$ cat src/rtl/ftdi_frame_packetizer.sv
// Frames multi-channel sample vectors into a byte-wide AXI-Stream for the FT232H writer.
// Build with FTDI_PACKETIZER_CHECKSUM_EN defined to append a two's-complement checksum byte.
module ftdi_frame_packetizer #(
  parameter int unsigned SAMPLE_WIDTH = 16,
  parameter int unsigned NUM_CHANNELS = 2,
  parameter logic [7:0]  SYNC_BYTE    = 8'hA5
) (
  input  logic                                 sys_clk,
  input  logic                                 sys_rst,
  input  logic [SAMPLE_WIDTH*NUM_CHANNELS-1:0] s_axis_tdata,
  input  logic                                 s_axis_tvalid,
  output logic                                 s_axis_tready,
  output logic [7:0]                           m_axis_tdata,
  output logic                                 m_axis_tvalid,
  input  logic                                 m_axis_tready,
  output logic [7:0]                           seq_num,
  output logic                                 busy
);

  localparam int unsigned SampleBytes  = SAMPLE_WIDTH / 8;
  localparam int unsigned PayloadBytes = NUM_CHANNELS * SampleBytes;
  localparam int unsigned DataW        = SAMPLE_WIDTH * NUM_CHANNELS;
  localparam int unsigned IdxW         = (PayloadBytes > 1) ? $clog2(PayloadBytes) : 1;
  localparam logic [IdxW-1:0] LastIdx  = IdxW'(PayloadBytes - 1);

`ifdef FTDI_PACKETIZER_CHECKSUM_EN
  typedef enum logic [2:0] {StIdle, StSync, StSeq, StPayload, StChecksum} state_e;
`else
  typedef enum logic [1:0] {StIdle, StSync, StSeq, StPayload} state_e;
`endif

  state_e            r_state;
  logic [DataW-1:0]  r_shadow;
  logic [7:0]        r_tdata;
  logic [7:0]        r_seq_num;
  logic [7:0]        r_frame_seq;
  logic [IdxW-1:0]   r_idx;
  logic              w_handshake;

`ifdef FTDI_PACKETIZER_CHECKSUM_EN
  logic [7:0]        r_acc;
  logic [7:0]        w_acc_next;
  // r_tdata always holds the byte being handshaken, so it is the next addend.
  assign w_acc_next = r_acc + r_tdata;
`endif

  assign s_axis_tready = (r_state == StIdle);
  assign m_axis_tvalid = (r_state != StIdle);
  assign busy          = (r_state != StIdle);
  assign m_axis_tdata  = r_tdata;
  assign seq_num       = r_seq_num;
  assign w_handshake   = m_axis_tvalid & m_axis_tready;

  always_ff @(posedge sys_clk) begin
    if (sys_rst) begin
      r_state     <= StIdle;
      r_shadow    <= '0;
      r_tdata     <= 8'h00;
      r_seq_num   <= 8'h00;
      r_frame_seq <= 8'h00;
      r_idx       <= '0;
`ifdef FTDI_PACKETIZER_CHECKSUM_EN
      r_acc       <= 8'h00;
`endif
    end else begin
      unique case (r_state)
        StIdle: begin
          if (s_axis_tvalid) begin
            r_shadow    <= s_axis_tdata;
            r_frame_seq <= r_seq_num;
            r_idx       <= '0;
`ifdef FTDI_PACKETIZER_CHECKSUM_EN
            r_acc       <= 8'h00;
`endif
            r_tdata     <= SYNC_BYTE;
            r_state     <= StSync;
          end
        end
        StSync: begin
          if (w_handshake) begin
            r_tdata <= r_frame_seq;
            r_state <= StSeq;
          end
        end
        StSeq: begin
          if (w_handshake) begin
`ifdef FTDI_PACKETIZER_CHECKSUM_EN
            r_acc    <= w_acc_next;
`endif
            // Shadow is consumed LSB-first by shifting, so byte idx is always at [7:0].
            r_tdata  <= r_shadow[7:0];
            r_shadow <= r_shadow >> 8;
            r_state  <= StPayload;
          end
        end
        StPayload: begin
          if (w_handshake) begin
`ifdef FTDI_PACKETIZER_CHECKSUM_EN
            r_acc <= w_acc_next;
`endif
            if (r_idx == LastIdx) begin
`ifdef FTDI_PACKETIZER_CHECKSUM_EN
              r_tdata   <= 8'h00 - w_acc_next;
              r_state   <= StChecksum;
`else
              r_tdata   <= 8'h00;
              r_seq_num <= r_seq_num + 8'd1;
              r_state   <= StIdle;
`endif
            end else begin
              r_idx    <= r_idx + 1'b1;
              r_tdata  <= r_shadow[7:0];
              r_shadow <= r_shadow >> 8;
            end
          end
        end
`ifdef FTDI_PACKETIZER_CHECKSUM_EN
        StChecksum: begin
          if (w_handshake) begin
            r_tdata   <= 8'h00;
            r_seq_num <= r_seq_num + 8'd1;
            r_state   <= StIdle;
          end
        end
`endif
        default: r_state <= StIdle;
      endcase
    end
  end

endmodule

$ cat config.mk
export PLATFORM = sky130hd
export DESIGN_NAME = ftdi_frame_packetizer
export DESIGN_NICKNAME = d
export VERILOG_FILES = /design/src/rtl/ftdi_frame_packetizer.sv
export SDC_FILE = /design/constraint.sdc
export NUM_CORES = 1
export LEC_CHECK = 0
export CORE_ASPECT_RATIO = 0.6
export CORE_MARGIN = 2
export CORE_UTILIZATION = 47
export DETAILED_ROUTE_END_ITERATION = 16
export GPL_ROUTABILITY_DRIVEN = 0
export PLACE_DENSITY = 0.75
export SKIP_LAST_GASP = 1
export SLEW_MARGIN = 0
export SYNTH_ARGS = -nofsm -noshare
export SYNTH_HDL_FRONTEND = slang
export SYNTH_SLANG_ARGS = --single-unit
$ cat constraint.sdc
create_clock -name sys_clk -period 1.7 [get_ports sys_clk]
set_input_delay 0.17 -clock sys_clk [delete_from_list [all_inputs] [get_ports sys_clk]]
set_output_delay 0.17 -clock sys_clk [all_outputs]
set_load 0.01 [all_outputs]
**After elaboration in Yosys (flattened, before gate mapping)**

Index checks and enable logic that the tools add are counted.

- Bitwise gates (word level): 1
- Muxes and demuxes: 21
- $add $sub $neg: 2
- Equality and inequality tests: 10
- Reduce and logical (&&, ||, !) cells: 10

Operators by type and width:

| kind | number |
|---|---|
| 32-bit two-way mux | 4 |
| 32-bit one-hot mux with 3 select lines | 1 |
| 8-bit two-way mux | 5 |
| 8-bit one-hot mux with 4 select lines | 1 |
| 2-bit two-way mux | 8 |
| 2-bit != test, second input constant | 6 |
| 5-bit AND reduction | 2 |
| 8-bit by 1-bit adder with 8-bit output, second input constant | 1 |
| 2-bit one-hot mux with 4 select lines | 1 |
| 4-bit AND reduction | 2 |
| 2-bit == test, second input constant | 3 |
| 2-bit one-hot mux with 2 select lines | 1 |
| 2-bit nonzero test | 2 |
| 3-bit AND reduction | 1 |
| 3-bit nonzero test | 1 |
| 2-bit by 1-bit adder with 2-bit output, second input constant | 1 |
| 2-bit by 1-bit == test with 1-bit output, second input constant | 1 |
| 2-bit zero test | 1 |
| 2-bit AND reduction | 1 |
| 1-bit bitwise AND | 1 |

- Word-level logic and storage cells: 50
- Register bits: 60

**Logic depth before layout (Yosys ltp)**

- Depth in word-level cells: 4
- Gate-level depth with buffers: 9
- Gate-level depth less buffers: 6

**Worst setup path before layout**

OpenSTA, ideal clock, no wires.

- Path kind: register to register
- From: register r_state[0]
- To: register r_shadow[12]
- Stages on the path, launching flop included: 10
- Setup slack: -0.091 ns
- Period minus slack after synthesis: 1.791 ns
- Buffers on the path: 3
- Arrival: 1.703 ns
- Setup time: 0.088 ns
- Cell sequence: dfxtp_1 > inv_1 > ha_1 > buf_4 > nor2b_4 > a21o_2 > buf_6 > buf_8 > a21oi_2 > a311oi_2

RTL lines:

| what | RTL line | source |
|---|---|---|
| from (decl) | 32 | `state_e r_state;` |
| from (signal assigned) | 56 | `r_state <= StIdle;` |
| from (signal assigned) | 76 | `r_state <= StSync;` |
| from (signal assigned) | 82 | `r_state <= StSeq;` |
| 2-bit zero test (*) | n/a |  |
| net s_axis_tready | 12 | `output logic s_axis_tready,` |
| 2-bit != test (no line) / 3-bit nonzero test (equally long branches) | n/a |  |
| 5-bit AND reduction (no line) | n/a |  |
| to (signal assigned) | 69 | `r_shadow <= s_axis_tdata;` |
| to (signal assigned) | 92 | `r_shadow <= r_shadow >> 8;` |
| to (signal assigned) | 113 | `r_shadow <= r_shadow >> 8;` |
| to (decl) | 33 | `logic [DataW-1:0] r_shadow;` |

The timed path passes the listed nets; every way through them passes the cells marked *.
A chain may end at the register's enable or synchronous reset.

**Final worst setup path**

- From: register r_state[0]
- To: register r_seq_num[5] (netlist: seq_num[5])

- Longest elaborated chain between the ends: 3

Ends and longest elaborated chain:

| what | RTL line | source |
|---|---|---|
| 2-bit nonzero test | 48 | `assign m_axis_tvalid = (r_state != StIdle);` |
| 1-bit bitwise AND | 52 | `assign w_handshake = m_axis_tvalid & m_axis_tready;` |
| 3-bit AND reduction (no line) (*) | n/a |  |
| to (signal assigned) | 107 | `r_seq_num <= r_seq_num + 8'd1;` |
| to (decl) | 35 | `logic [7:0] r_seq_num;` |

Mark *: on every way between the ends. The rest lies on a longest branch, timed or not.

==> impl_metrics.ini <==
[power]
p_per_area_mw_per_mm2 = 1590
p_sw_w = 0.00280
power_frac_clock_pct = 19.3
swShare_pct = 39.8
p_int_w = 0.00424
vdd_drop_max_v = 0.000840
pwr-share-seq_pct = 28.7
combPwrFrac_pct = 51.9
p_leak_nw = 1.65

[yosys]
synth_top_cell_by_area = dfxtp_1
async_reset_ff_share_pct = 0
syn_avg_cell_area_um2 = 8.60
synth-seq-area-share_pct = 40.5
synth.distinct_cells = 41
ys.flop_type = dfxtp_1
syn_nets = 391
synth_top_area_share_pct = 40.5
synth_area_mm2 = 0.00297
synth_most_common_cell = dfxtp_1
netlist_top_cells_count = dfxtp_1 (60), nand2_1 (46), a21oi_1 (44)
yosys-top-cells-area = dfxtp_1 (40%), a21oi_1 (7.4%), o21ai_0 (6.4%)
ys_seq_elements = 60
synth-edff-count = 0
synth_cells = 345
yosys_warnings = 0

[critical_path]
crit_chain = clkinvlp_4, buf_6, ha_4, nand4b_1, buf_4, nor3_4, xnor2_1, nor2_1
cp_max_fo = 6
cp_top_family = buffers and inverters
crit_path_start_kind = register
crit_slowest_cell = dfxtp_4
end_kind = register
crit_arrival_ns = 2.04
critPathKind = register to register
cp.buffers_inverters = 3
cp_data_required_time_ns = 1.93
slowest_delay_ns = 0.37

[placement]
place_hpwl_um = 5850
dpl_cell_area_mm2 = 0.00376
dp.cells = 487
io_buffers = 54

[cells_and_area]
drive_gt1_share_pct = 30.9
syn2layout_area_growth_pct = 49.5
final_area_mm2 = 0.00444
final_cells = 518
final_util_pct = 72.6
fill_cells = 456
diodes = 0
nets = 475

[timing]
tightest_slew_ns = 0.383
slew_violations = 0
hold_violations = 0
relSlewSlack_pct = 74.5
fin_ws_ns = -0.107
post-route-period-util_pct = 106
period_needed_ns = 1.81
rsz0062_at_grt = yes
clock_skew_ns = 0.00627
fmax_ghz = 0.553
setup_viol = 23
setup-tns-final_ns = -0.777

[run_status]
violations = negative setup slack
status = complete, but fails checks

[routing]
dr.pass1.iters = 5
drt-wirelength-per-cell_um = 19.4
viasPerCell = 6.13
drc_errors = 0
ant_nets = 0
first_iter_violations = 346
via_count = 3177
routed_wl_um = 10100

[flow_run]
cap_viol_max_count = 0

[grt]
grt_pass1_vias = 2822
grt_pass1_wl_um = 14100
grt_max_degree = 33
grt_overflow = 0
antenna_found_initial = 0
grt_use_total_pct = 26.2

[clock_tree]
clkLatencyLatePin_ns = 0.35
cts_tree = done
holdBufCountCts = 0
cts_buffers = 9
cts.sink_count = 60
cts_htree_levels = 3
root_buffer = clkbuf_8
path_clk_slew_ns = 0.07
clk_path_buf_depth = 2

[floorplanning]
core_mm2 = 0.00611
io_pins = 55
die_w_um = 107
die_h_um = 65.6
rows = 22
initial_utilization_pct = 48.6
die_area_mm2 = 0.00699

[hold_path]
min_path_type = primary input to register
-- layer usage --
metal | vias up | global-route usage (%) | routed length, µm | part of all wire (%)
met4 | 0 | 6.98 | 244 | 2.4
met1 | 1513 | 36.5 | 4260 | 42
li1 | 1435 | - | - | -
met2 | 197 | 40.9 | 4570 | 45
met3 | 32 | 6.35 | 991 | 9.8
met5 | - | 0 | 0 | 0
-- cell usage in the layout, fill, tap and decap left out, types with 4 or more instances in the layout --
cell type	count
a21oi_1	40
nor2_4	6
xnor2_1	4
a21o_1	5
o21ai_0	30
a21oi_2	13
a311oi_2	13
dfxtp_1	58
nand2_1	45
a311oi_1	13
buf_6	10
buf_12	5
clkdlybuf4s50_1	50
nor2_1	9
nand3_1	9
ha_4	4
nand4_1	11
ha_1	4
clkbuf_8	11
buf_4	34
o21ai_1	7
-- registers in the layout (all words and copies together) (netlist names) --
register / flops
r_idx: 2
r_state: 2
m_axis_tdata: 8
r_shadow: 32
r_frame_seq: 8
seq_num: 8
-- power groups by stage --
stage / registers, W / logic (W) / clock network, W
floorplan: 0.00196 / 0.00174 / 0
global placement: 0.00199 / 0.00257 / 0
detailed placement: 0.00201 / 0.00263 / 0
CTS: 0.00198 / 0.00284 / 0.00136
global route: 0.00205 / 0.00388 / 0.00143
finish: 0.00202 / 0.00366 / 0.00136
-- stage by stage --
stage	hold WS (ns)	setup slack, ns	total power [W]
4_1_cts	0.189	-0.0787	0.00618
5_1_grt	0.208	-0.152	0.00736
3_3_place_gp	0.445	-0.408	0.00455
6_report	0.193	-0.107	0.00704
3_5_place_dp	0.448	-0.506	0.00463
2_1_floorplan	0.324	0.0152	0.00370
-- area by class of cell --
type                       count  area, µm²  share of cell area (%)
multi-input combinational    251       1860                    41.9
sequential                    60       1210                    27.2
timing repair buffer         103       1030                    23.3
clock buffer                  11        151                    3.41
tap                           84        105                    2.37
clock inverter                 5       58.8                    1.33
inverter                       4       21.3                   0.480
-- cells by family after synthesis --
group	after synthesis	synth area share [%]
xor+xnor	7	2.07
compound gates	137	31.3
flops	60	40.5
buf+inv	36	6.49
fa+ha+maj	10	4.22
simple gates	95	15.4
-- worst paths after layout --
| kind | start | cells past startpoint | end | slack (ns) |
|---|---|---|---|---|
| hold reg to reg | r_idx[1]$_SDFFE_PP0P_ | 2 | r_idx[1]$_SDFFE_PP0P_ | 0.46 |
| setup reg to reg | r_state[0]$_SDFFE_PP0P_ | 8 | seq_num[5]$_SDFFE_PP0P_ | -0.11 |
| setup / recovery | r_state[0]$_SDFFE_PP0P_ | 8 | seq_num[5]$_SDFFE_PP0P_ | -0.11 |
| hold / removal | sys_rst | 2 | seq_num[3]$_SDFFE_PP0P_ | 0.19 |
-- repair_timing --
action / 4_1_cts / 5_1_grt
gates resized for setup: 24 / 58
cloned: 1 / 4
endpoints found under the setup margin: 50 / 51
buffers inserted: 5 / 6
pin swaps: 3 / 59
(Power assumes the default switching activity.)
